<file path="src/rtl/dual_port_ram_fifo_ctrl.sv">
// Pointer/flag controller turning a 16x8 dual-port RAM into a show-ahead FIFO.
// Ports: clk, rst_n (sync, active-low), push/push_data, pop/pop_data,
//   full, empty, almost_full, almost_empty, count,
//   RAM port A (ram_we_a, ram_addr_a, ram_din_a) used as the write port,
//   RAM port B (ram_we_b, ram_addr_b, ram_din_b, ram_dout_b) used read-only.
// Optional macro FIFO_ERR_FLAGS_EN adds sticky overflow/underflow outputs.
module dual_port_ram_fifo_ctrl #(
  parameter int DATA_W    = 8,
  parameter int ADDR_W    = 4,
  parameter int AFULL_TH  = 12,
  parameter int AEMPTY_TH = 4
) (
  input  logic              clk,
  input  logic              rst_n,
  input  logic              push,
  input  logic [DATA_W-1:0] push_data,
  input  logic              pop,
  output logic [DATA_W-1:0] pop_data,
  output logic              full,
  output logic              empty,
  output logic              almost_full,
  output logic              almost_empty,
  output logic [ADDR_W:0]   count,
`ifdef FIFO_ERR_FLAGS_EN
  output logic              overflow,
  output logic              underflow,
`endif
  output logic              ram_we_a,
  output logic [ADDR_W-1:0] ram_addr_a,
  output logic [DATA_W-1:0] ram_din_a,
  output logic              ram_we_b,
  output logic [ADDR_W-1:0] ram_addr_b,
  output logic [DATA_W-1:0] ram_din_b,
  input  logic [DATA_W-1:0] ram_dout_b
);

  localparam logic [ADDR_W:0] DEPTH = {1'b1, {ADDR_W{1'b0}}};
  localparam logic [ADDR_W:0] AF_TH = AFULL_TH[ADDR_W:0];
  localparam logic [ADDR_W:0] AE_TH = AEMPTY_TH[ADDR_W:0];
  localparam logic [ADDR_W:0] ONE   = {{ADDR_W{1'b0}}, 1'b1};

  logic [ADDR_W:0] wr_ptr;
  logic [ADDR_W:0] rd_ptr;
  logic            wr_en;
  logic            rd_en;

  // Flags decode the registered count only.
  assign full         = (count == DEPTH);
  assign empty        = (count == '0);
  assign almost_full  = (count >= AF_TH);
  assign almost_empty = (count <= AE_TH);

  assign wr_en = push & ~full;
  assign rd_en = pop & ~empty;

  assign ram_we_a   = wr_en;
  assign ram_addr_a = wr_ptr[ADDR_W-1:0];
  assign ram_din_a  = push_data;
  assign ram_we_b   = 1'b0;
  assign ram_addr_b = rd_ptr[ADDR_W-1:0];
  assign ram_din_b  = '0;

  // Show-ahead: asynchronous RAM read of the head slot.
  assign pop_data = ram_dout_b;

  always_ff @(posedge clk) begin
    if (!rst_n) begin
      wr_ptr <= '0;
      rd_ptr <= '0;
      count  <= '0;
    end else begin
      if (wr_en) wr_ptr <= wr_ptr + ONE;
      if (rd_en) rd_ptr <= rd_ptr + ONE;
      if (wr_en && !rd_en)      count <= count + ONE;
      else if (!wr_en && rd_en) count <= count - ONE;
    end
  end

`ifdef FIFO_ERR_FLAGS_EN
  always_ff @(posedge clk) begin
    if (!rst_n) begin
      overflow  <= 1'b0;
      underflow <= 1'b0;
    end else begin
      if (push && full) overflow  <= 1'b1;
      if (pop && empty) underflow <= 1'b1;
    end
  end
`endif

endmodule

</file>
<file path="config.mk">
export PLATFORM = sky130hd
export DESIGN_NAME = dual_port_ram_fifo_ctrl
export DESIGN_NICKNAME = d
export VERILOG_FILES = /design/src/rtl/dual_port_ram_fifo_ctrl.sv
export SDC_FILE = /design/constraint.sdc
export NUM_CORES = 1
export LEC_CHECK = 0
export BUFFER_PORTS_ARGS = -buffer_cell sky130_fd_sc_hd__buf_2
export CORE_ASPECT_RATIO = 1.4
export CORE_MARGIN = 1
export CORE_UTILIZATION = 25
export CTS_BUF_LIST = sky130_fd_sc_hd__clkbuf_8
export CTS_CLUSTER_SIZE = 24
export DETAILED_ROUTE_END_ITERATION = 8
export HOLD_SLACK_MARGIN = 0.06
export MAX_ROUTING_LAYER = met4
export SLEW_MARGIN = 15
export SYNTH_ARGS = -nofsm -noshare
export SYNTH_HDL_FRONTEND = slang
export SYNTH_SLANG_ARGS = --single-unit
</file>
<file path="constraint.sdc">
create_clock -name clk -period 3.5 [get_ports clk]
set_input_delay 0 -clock clk [delete_from_list [all_inputs] [get_ports clk]]
set_output_delay 0 -clock clk [all_outputs]
set_load 0.03 [all_outputs]
</file>
-- After elaboration in Yosys (flattened, before gate mapping)
Index checks and enable logic that the tools add are counted.
- add/sub/neg operators: 4
- order comparisons: 2
- equality and inequality tests: 1
- mux-type cells: 2
- bitwise operators: 4
- reductions and logical operators: 6
- operator list (cell ; number):
    $add 5x1->5 const B ; 3
    $mux 5 ; 2
    $eq 5x5->1 const B ; 1
    $ge 5x4->1 const B ; 1
    $le 5x3->1 const B ; 1
    $logic_not 5->1 ; 1
    $sub 5x1->5 const B ; 1
    $and 1x1->1 ; 2
    $logic_and 1x1->1 ; 2
    $logic_not 1->1 ; 2
    $not 1->1 ; 2
    $reduce_bool 2->1 ; 1
- register bits: 15
- input port bits: 20
- output and inout port bits: 43
- logic and storage cells: 22

-- Longest topological paths before layout
Gate-level depths: netlist of the first run.
- word-level depth: 7
- depth in mapped cells: 9
- mapped depth without buffers: 9

-- Worst setup path after synthesis of the first run
Ideal clock, no wire load.
- path kind: register -> register
- start: reg count[0]
- end: reg count[3]
- library setup time: 63 ps
- arrival time: 2988 ps
- data required time: 3437 ps
- path slack: 449 ps
- cell stages (with the launch flop): 10
- buffers on the path: 0
- clock period less this slack: 3051 ps
- cell sequence: dfxtp_1 nor4_1 a21boi_1 ha_1 inv_1 ha_1 a21o_2 a21oi_1 or4b_2 nand3_1
- word-level cells in the longest chain between the ends: 6
- elaborated cells on any way between the ends: 15
- those cells by class: 2 x add/sub; 1 x eq/ne; 2 x mux; 4 x bitwise; 6 x reduce/logical
- RTL lines (item ; line ; RTL):
    from (decl) ; 23 ; output logic [ADDR_W:0] count,
    from (signal assigned) ; 74 ; if (wr_en && !rd_en) count <= count + ONE;
    from (signal assigned) ; 75 ; else if (!wr_en && rd_en) count <= count - ONE;
    $eq 5x5->1 (*) ; 48 ; assign full = (count == DEPTH);
    $not 1->1 (*) ; 53 ; assign wr_en = push & ~full;
    $and 1x1->1 (*) ; 53 ;
    net ram_we_a ; 28 ; output logic ram_we_a,
    $logic_not 1->1 ; 75 ;
    $logic_and 1x1->1 ; 75 ;
    $reduce_bool 2->1 (no line) ; -- ;
Mark *: on every way through the listed nets, which the timed path passes. The rest lies on a longest branch. The select of a mux whose other input is x is not followed.
A chain may end at the register's enable or synchronous reset.

-- Worst setup path in the final report of the first run
- start: reg count[0]
- end: reg count[3]
- word-level cells in the longest chain between the ends: 6
- elaborated cells on any way between the ends: 15
- those cells by class: 2 x add/sub; 1 x eq/ne; 2 x mux; 4 x bitwise; 6 x reduce/logical
- RTL lines (item):
    parallel branches: the longest is 6 deep, another holds $sub 5x1->5
Several ways; the timed one is not identified. The select of a mux whose other input is x is not followed.

==> results.py, run 1 <==
metrics = {
    "critical_path": {
        "critPathSlowestCell": "or4_4",
        "crit_chain": "or4_4, o21ai_4, ha_1, inv_1, ha_1, a21o_2, a21oi_1, or4b_2, nand3_1",
        "end_kind": "flip-flop",
        "cp.arrival_ns": 2.93,
        "critPathTopFamily": "simple AND/OR/NAND/NOR gates",
        "rr_startpoint": "count[0]$_SDFFE_PN0P_",
        "cp_slowest_stage_delay_ns": 0.60,
        "reg2reg_to": "count[3]$_SDFFE_PN0P_",
        "r2r_cells": 9,
        "required_ns": 3.69,
        "critPathMostFrequentCell": "ha_1",
        "r2r_slack_ns": 0.76,
        "crit_path_start_kind": "flip-flop",
        "worst-path-max-fanout": 7,
        "critical_path_class": "reg2reg",
        "path_buf_inv": 1,
    },
    "synthesis": {
        "syn_inst": 109,
        "synth_area_per_cell_sq_um": 8.80,
        "synth.distinct_cells": 31,
        "postSynth.asyncResetShare_pct": 0,
        "synth-edff-count": 0,
        "synth_warnings": 0,
        "syn_area_sq_um": 960,
        "ys.flop_type": "dfxtp_1",
        "seq_area_frac_synth_pct": 27.1,
        "synth-seq-cells": 13,
    },
    "place": {
        "port-buffer-count": 21,
        "dp.cells": 152,
        "dpl-instance-area_sq_um": 947,
        "dpl.hpwl_um": 1350,
        "pre_cts_ws_ns": 0.790,
        "routabilityCongestion": 0.807,
    },
    "pwr": {
        "p_per_area_nw_per_um2": 772,
        "p_int_mw": 0.457,
        "p_leak_nw": 0.560,
        "clkPwrFrac_pct": 15.1,
        "p_comb_share_pct": 57.6,
        "power.switching_mw": 0.432,
        "vdd_drop_max_uv": 387,
        "finalPower_mw": 0.889,
        "power_frac_seq_pct": 27.3,
        "switching_share_pct": 48.6,
    },
    "sta": {
        "drv_slew": 0,
        "setup_tns_ns": 0,
        "timing.final.ws_setup_ns": 0.761,
        "holdWs_ns": 0.140,
        "skew_ns": 0.00441,
        "fin_crit_sh_pct": 78.3,
        "max_freq_mhz": 365,
        "hold_viol": 0,
        "min_period_ns": 2.74,
        "setup_viol": 0,
        "rsz0062_at_grt": "false",
        "relSlewSlack_pct": 63.5,
        "worst_slew_pin_slew_ns": 0.547,
    },
    "clocking": {
        "cts_setup_buffers": 0,
        "cts_buffers": 3,
        "cts_resized": 0,
        "cts.path.max_buffers": 2,
        "clock-sinks": 13,
        "clk_pin_slew_ns": 0.06,
        "cts_tree": "yes",
        "clock_latency_ns": 0.25,
        "root_buffer": "clkbuf_8",
        "htreeDepth": 1,
    },
    "worst_hold_path": {
        "min_delay_worst_endpoint": "rd_ptr[3]$_SDFFE_PN0P_",
        "worstHoldStart": "rst_n",
        "hp-class": "in2reg",
        "hold_depth": 2,
    },
    "routing": {
        "vias": 757,
        "drtIter0Drc": 8,
        "drc": 0,
        "firstDrtPassIters": 4,
        "wl_per_cell_um": 11.1,
        "vias_per_cell": 4.40,
        "ant_nets": 0,
        "drt_wl_total_um": 1910,
    },
    "global_route": {
        "grt_usage_pct": 9.83,
        "grt_max_degree": 19,
        "grt_pass1_vias": 603,
        "overflow": 0,
        "grt_pass1_wl_um": 2720,
        "antenna_found_initial": 0,
    },
    "final_layout": {
        "final_common_cell": "buf_2",
        "most-common-layout-cells": "buf_2 (21), dlygate4sd3_1 (16), dfxtp_1 (13)",
        "syn_to_final_growth_pct": 20.1,
        "instances_no_fill": 172,
        "nNetsFinal": 158,
        "final_layout_size_suffix_gt1_share_pct": 22.3,
        "n_antenna_cell": 0,
        "fin_area_sq_um": 1150,
        "fin_util_pct": 31.3,
    },
    "die": {
        "initial_core_util_pct": 26.1,
        "row_count": 26,
        "core-area_sq_um": 3680,
        "io_pins": 63,
        "die_w_um": 54.4,
        "die_y_um": 75.3,
        "dieArea_sq_um": 4090,
    },
    "run_status": {
        "outcome": "finished clean",
    },
    "run": {
        "drv_cap": 0,
    },
}
flip-flops by register name, indices dropped and copies added, names as in the netlist:
signal / cells
rd_ptr: 4
count: 5
wr_ptr: 4
worst reg2reg max path: cells and delay by family (launching register included):
| kind | cells | cell delay, ns |
|---|---|---|
| and+or+nand+nor | 3 | 1.28 |
| adders and majority gates | 2 | 0.54 |
| AOI/OAI and AO/OA | 3 | 0.38 |
| DFF | 1 | 0.37 |
| buffers and inverters | 1 | 0.11 |
cells by family after synthesis:
family / synth area share, %
simple gates: 19.8
mux: 6.26
xor+xnor: 4.56
fa+ha+maj: 9.91
flops: 27.1
compound gates: 9.91
buf+inv: 22.0
other cells: 0.391
synth_stat cells, types with 2 or more instances:
master	instances	area, sq um
buf_4	25	188
mux2i_1	6	60.1
nor3_1	2	10.0
clkbuf_1	2	7.51
nor2b_1	2	12.5
a21oi_1	2	10.0
nor2_1	5	18.8
xor2_1	2	17.5
and2_1	7	43.8
ha_1	6	75.1
inv_1	3	11.3
o21ai_0	2	10.0
nand3_1	3	15.0
o21a_1	3	22.5
xnor2_1	3	26.3
nand2b_1	4	25.0
nand2_1	6	22.5
dfxtp_1	13	260
power by group through the flow:
stage | Sequential (mW) | Combinational, mW | Clock, mW
floorplan | 0.296 | 0.355 | 0
global placement | 0.246 | 0.464 | 0
detailed placement | 0.246 | 0.479 | 0
CTS | 0.243 | 0.516 | 0.139
global route | 0.251 | 0.558 | 0.148
finish | 0.243 | 0.513 | 0.134
worst max path at each step:
stage                          start               endpoint  slack [ns]  depth (start not counted)
2_1_floorplan  count[0]$_SDFFE_PN0P_  count[3]$_SDFFE_PN0P_        0.45                          9
3_3_place_gp   count[0]$_SDFFE_PN0P_  count[3]$_SDFFE_PN0P_        0.84                          9
3_5_place_dp   count[0]$_SDFFE_PN0P_  count[3]$_SDFFE_PN0P_        0.79                          9
4_1_cts        count[0]$_SDFFE_PN0P_  count[3]$_SDFFE_PN0P_        0.77                          9
5_1_grt        count[0]$_SDFFE_PN0P_  count[3]$_SDFFE_PN0P_        0.61                          9
6_report       count[0]$_SDFFE_PN0P_  count[3]$_SDFFE_PN0P_        0.76                          9
routing by layer:
metal | GRT usage (%) | vias up | part of all wire, %
met5 | - | - | 0
met4 | 5.98 | 0 | 1.9
met3 | 2.40 | 5 | 6.4
met2 | 15.3 | 40 | 51
met1 | 11.1 | 342 | 40
li1 | - | 370 | -
final cells by class:
type,instances,area (sq um)
clock buffers,3,41.3
inverters,3,11.3
multi-input cells,73,518
repair buffers,37,265
clock inverters,1,3.75
fillers,397,2520
well taps,42,52.6
flip-flops and latches,13,260
timing repair:
item                       4_1_cts  5_1_grt
hold buffers                    16        0
hold endpoints to repair        16        0
setup endpoints to repair        0        0
(Power assumes the default switching activity.)
==> run 2, diff against run 1 <==
- clock period: 3.5 -> 2.3 ns (I/O delays scaled with it)
==> run 2 against run 1 <==
Net effect:
- sequential share of layout area fell by 3.0 points
- critical path type unchanged
- count of clock-buffer cells in the layout is the same
- hold slack got worse by 0.0040 ns
- the flow now finishes with violations (negative setup slack)
==> results.py, run 2 (synthesis gave the netlist of run 1 again) <==
metrics = {
    "run_status": {
        "outcome": "complete, but fails checks",
        "violations": "negative setup slack",
    },
    "clocking": {
        "clk_pin_slew_ns": 0.06,
        "clock-sinks": 13,
        "root_buffer": "clkbuf_8",
        "cts_buffers": 3,
        "clock_latency_ns": 0.24,
        "cts_tree": "yes",
        "cts.path.max_buffers": 2,
        "htreeDepth": 1,
    },
    "pwr": {
        "p_comb_share_pct": 66.2,
        "clkPwrFrac_pct": 12.1,
        "finalPower_mw": 1.66,
        "power_frac_seq_pct": 21.8,
        "vdd_drop_max_uv": 576,
        "power.switching_mw": 0.761,
        "p_per_area_nw_per_um2": 1210,
        "switching_share_pct": 45.8,
        "p_int_mw": 0.899,
        "p_leak_nw": 0.659,
    },
    "final_layout": {
        "final_layout_size_suffix_gt1_share_pct": 41.4,
        "most-common-layout-cells": "buf_2 (21), dlygate4sd3_1 (16), buf_4 (15)",
        "largest_register": "count",
        "top_regs": "count x5, rd_ptr x4, wr_ptr x4",
        "fillCellCount": 389,
        "instances_no_fill": 187,
        "syn_to_final_growth_pct": 42.6,
        "n_antenna_cell": 0,
        "final_common_cell": "buf_2",
        "largest_reg_flops": 5,
        "nNetsFinal": 173,
    },
    "critical_path": {
        "crit_chain": "or4_4, o21ai_4, ha_4, inv_4, ha_4, nand2b_4, a21oi_2, mux2i_1, mux2i_1",
        "required_ns": 2.48,
        "cp.arrival_ns": 2.54,
        "worst-path-max-fanout": 4,
        "critPathSlowestCell": "or4_4",
        "cp_slowest_stage_delay_ns": 0.56,
        "end_kind": "flip-flop",
        "critPathTopFamily": "simple AND/OR/NAND/NOR gates",
        "critical_path_class": "reg2reg",
        "path_buf_inv": 1,
        "crit_path_start_kind": "flip-flop",
    },
    "sta": {
        "max_freq_mhz": 422,
        "hold_viol": 0,
        "timing.final.ws_setup_ns": -0.0678,
        "fin_crit_sh_pct": 103,
        "drv_slew": 0,
        "rsz0062_at_grt": "true",
        "setup_viol": 2,
        "min_period_ns": 2.37,
        "skew_ns": 0.00714,
        "holdWs_ns": 0.136,
    },
    "routing": {
        "wl_per_cell_um": 12.0,
        "drt_wl_total_um": 2250,
        "vias": 836,
        "drtIter0Drc": 14,
        "vias_per_cell": 4.47,
        "drc": 0,
        "firstDrtPassIters": 4,
        "ant_nets": 0,
    },
    "die": {
        "die_y_um": 75.3,
        "die_w_um": 54.4,
        "initial_core_util_pct": 26.1,
        "core-area_sq_um": 3680,
        "row_count": 26,
        "io_pins": 63,
        "dieArea_sq_um": 4090,
    },
    "global_route": {
        "grt_max_degree": 19,
        "overflow": 0,
        "antenna_found_initial": 0,
        "grt_usage_pct": 12.1,
        "grt_pass1_vias": 767,
        "grt_pass1_wl_um": 3370,
    },
    "place": {
        "port-buffer-count": 21,
        "dpl.hpwl_um": 1630,
        "dp.cells": 165,
        "pre_cts_ws_ns": -0.123,
        "routabilityCongestion": 0.841,
    },
    "run": {
        "drv_cap": 0,
    },
    "worst_hold_path": {
        "hp-class": "in2reg",
    },
}
run 2: final cells by class:
type	count	area, sq um	share of cell area (%)
tap	42	52.6	3.84
timing repair buffer	52	378	27.6
multi-input combinational	73	612	44.7
clock buffer	3	41.3	3.02
sequential	13	268	19.6
inverter	3	13.8	1.01
clock inverter	1	3.75	0.274
run 2: power by group through the flow:
stage | logic, mW | registers, mW | clock network [mW]
after floorplan | 0.582 | 0.461 | 0
after global placement | 0.912 | 0.359 | 0
after detailed placement | 0.945 | 0.364 | 0
after CTS | 1.08 | 0.364 | 0.207
after global routing | 1.19 | 0.370 | 0.215
final | 1.10 | 0.361 | 0.200
run 2: final timing paths:
path	start	endpoint	slack, ns	cells past startpoint
min reg2reg	wr_ptr[3]$_SDFFE_PN0P_	wr_ptr[3]$_SDFFE_PN0P_	0.47	2
max reg2reg	count[3]$_SDFFE_PN0P_	count[4]$_SDFFE_PN0P_	-0.07	9
min	rst_n	rd_ptr[3]$_SDFFE_PN0P_	0.14	2
max	count[3]$_SDFFE_PN0P_	count[4]$_SDFFE_PN0P_	-0.07	9
run 2: worst register-to-register path: cells and delay by family (launching register included):
family | cells | cell delay [ns]
buf+inv | 1 | 0.06
mux | 2 | 0.50
simple gates | 2 | 0.62
flops | 1 | 0.34
compound gates | 2 | 0.33
fa+ha+maj | 2 | 0.47
run 2: through the flow:
stage | util (%) | cell area [sq um] | setup TNS, ns
after floorplan | - | 1030 | -0.229
after global placement | 29.6 | 1090 | -0.0248
after detailed placement | 29.6 | 1090 | -0.183
after CTS | 36.9 | 1360 | -0.0677
after global routing | 37.2 | 1370 | -0.216
final | 37.2 | 1370 | -0.127
run 2: timing repair:
action                                  4_1_cts  5_1_grt
hold buffers                                 16        0
gates cloned                                  0        0
pin swaps                                     2        0
setup buffers                                 2        0
endpoints found under the setup margin        2        2
hold endpoints to repair                     16        0
gates resized for setup                       7        1
run 2: layer usage:
layer	GRT usage, %	vias to the layer above	part of all wire (%)
met3	1.20	8	5.7
met1	12.5	380	38
met2	20.5	47	52
li1	-	401	-
met4	9.12	0	3.4
met5	-	-	0
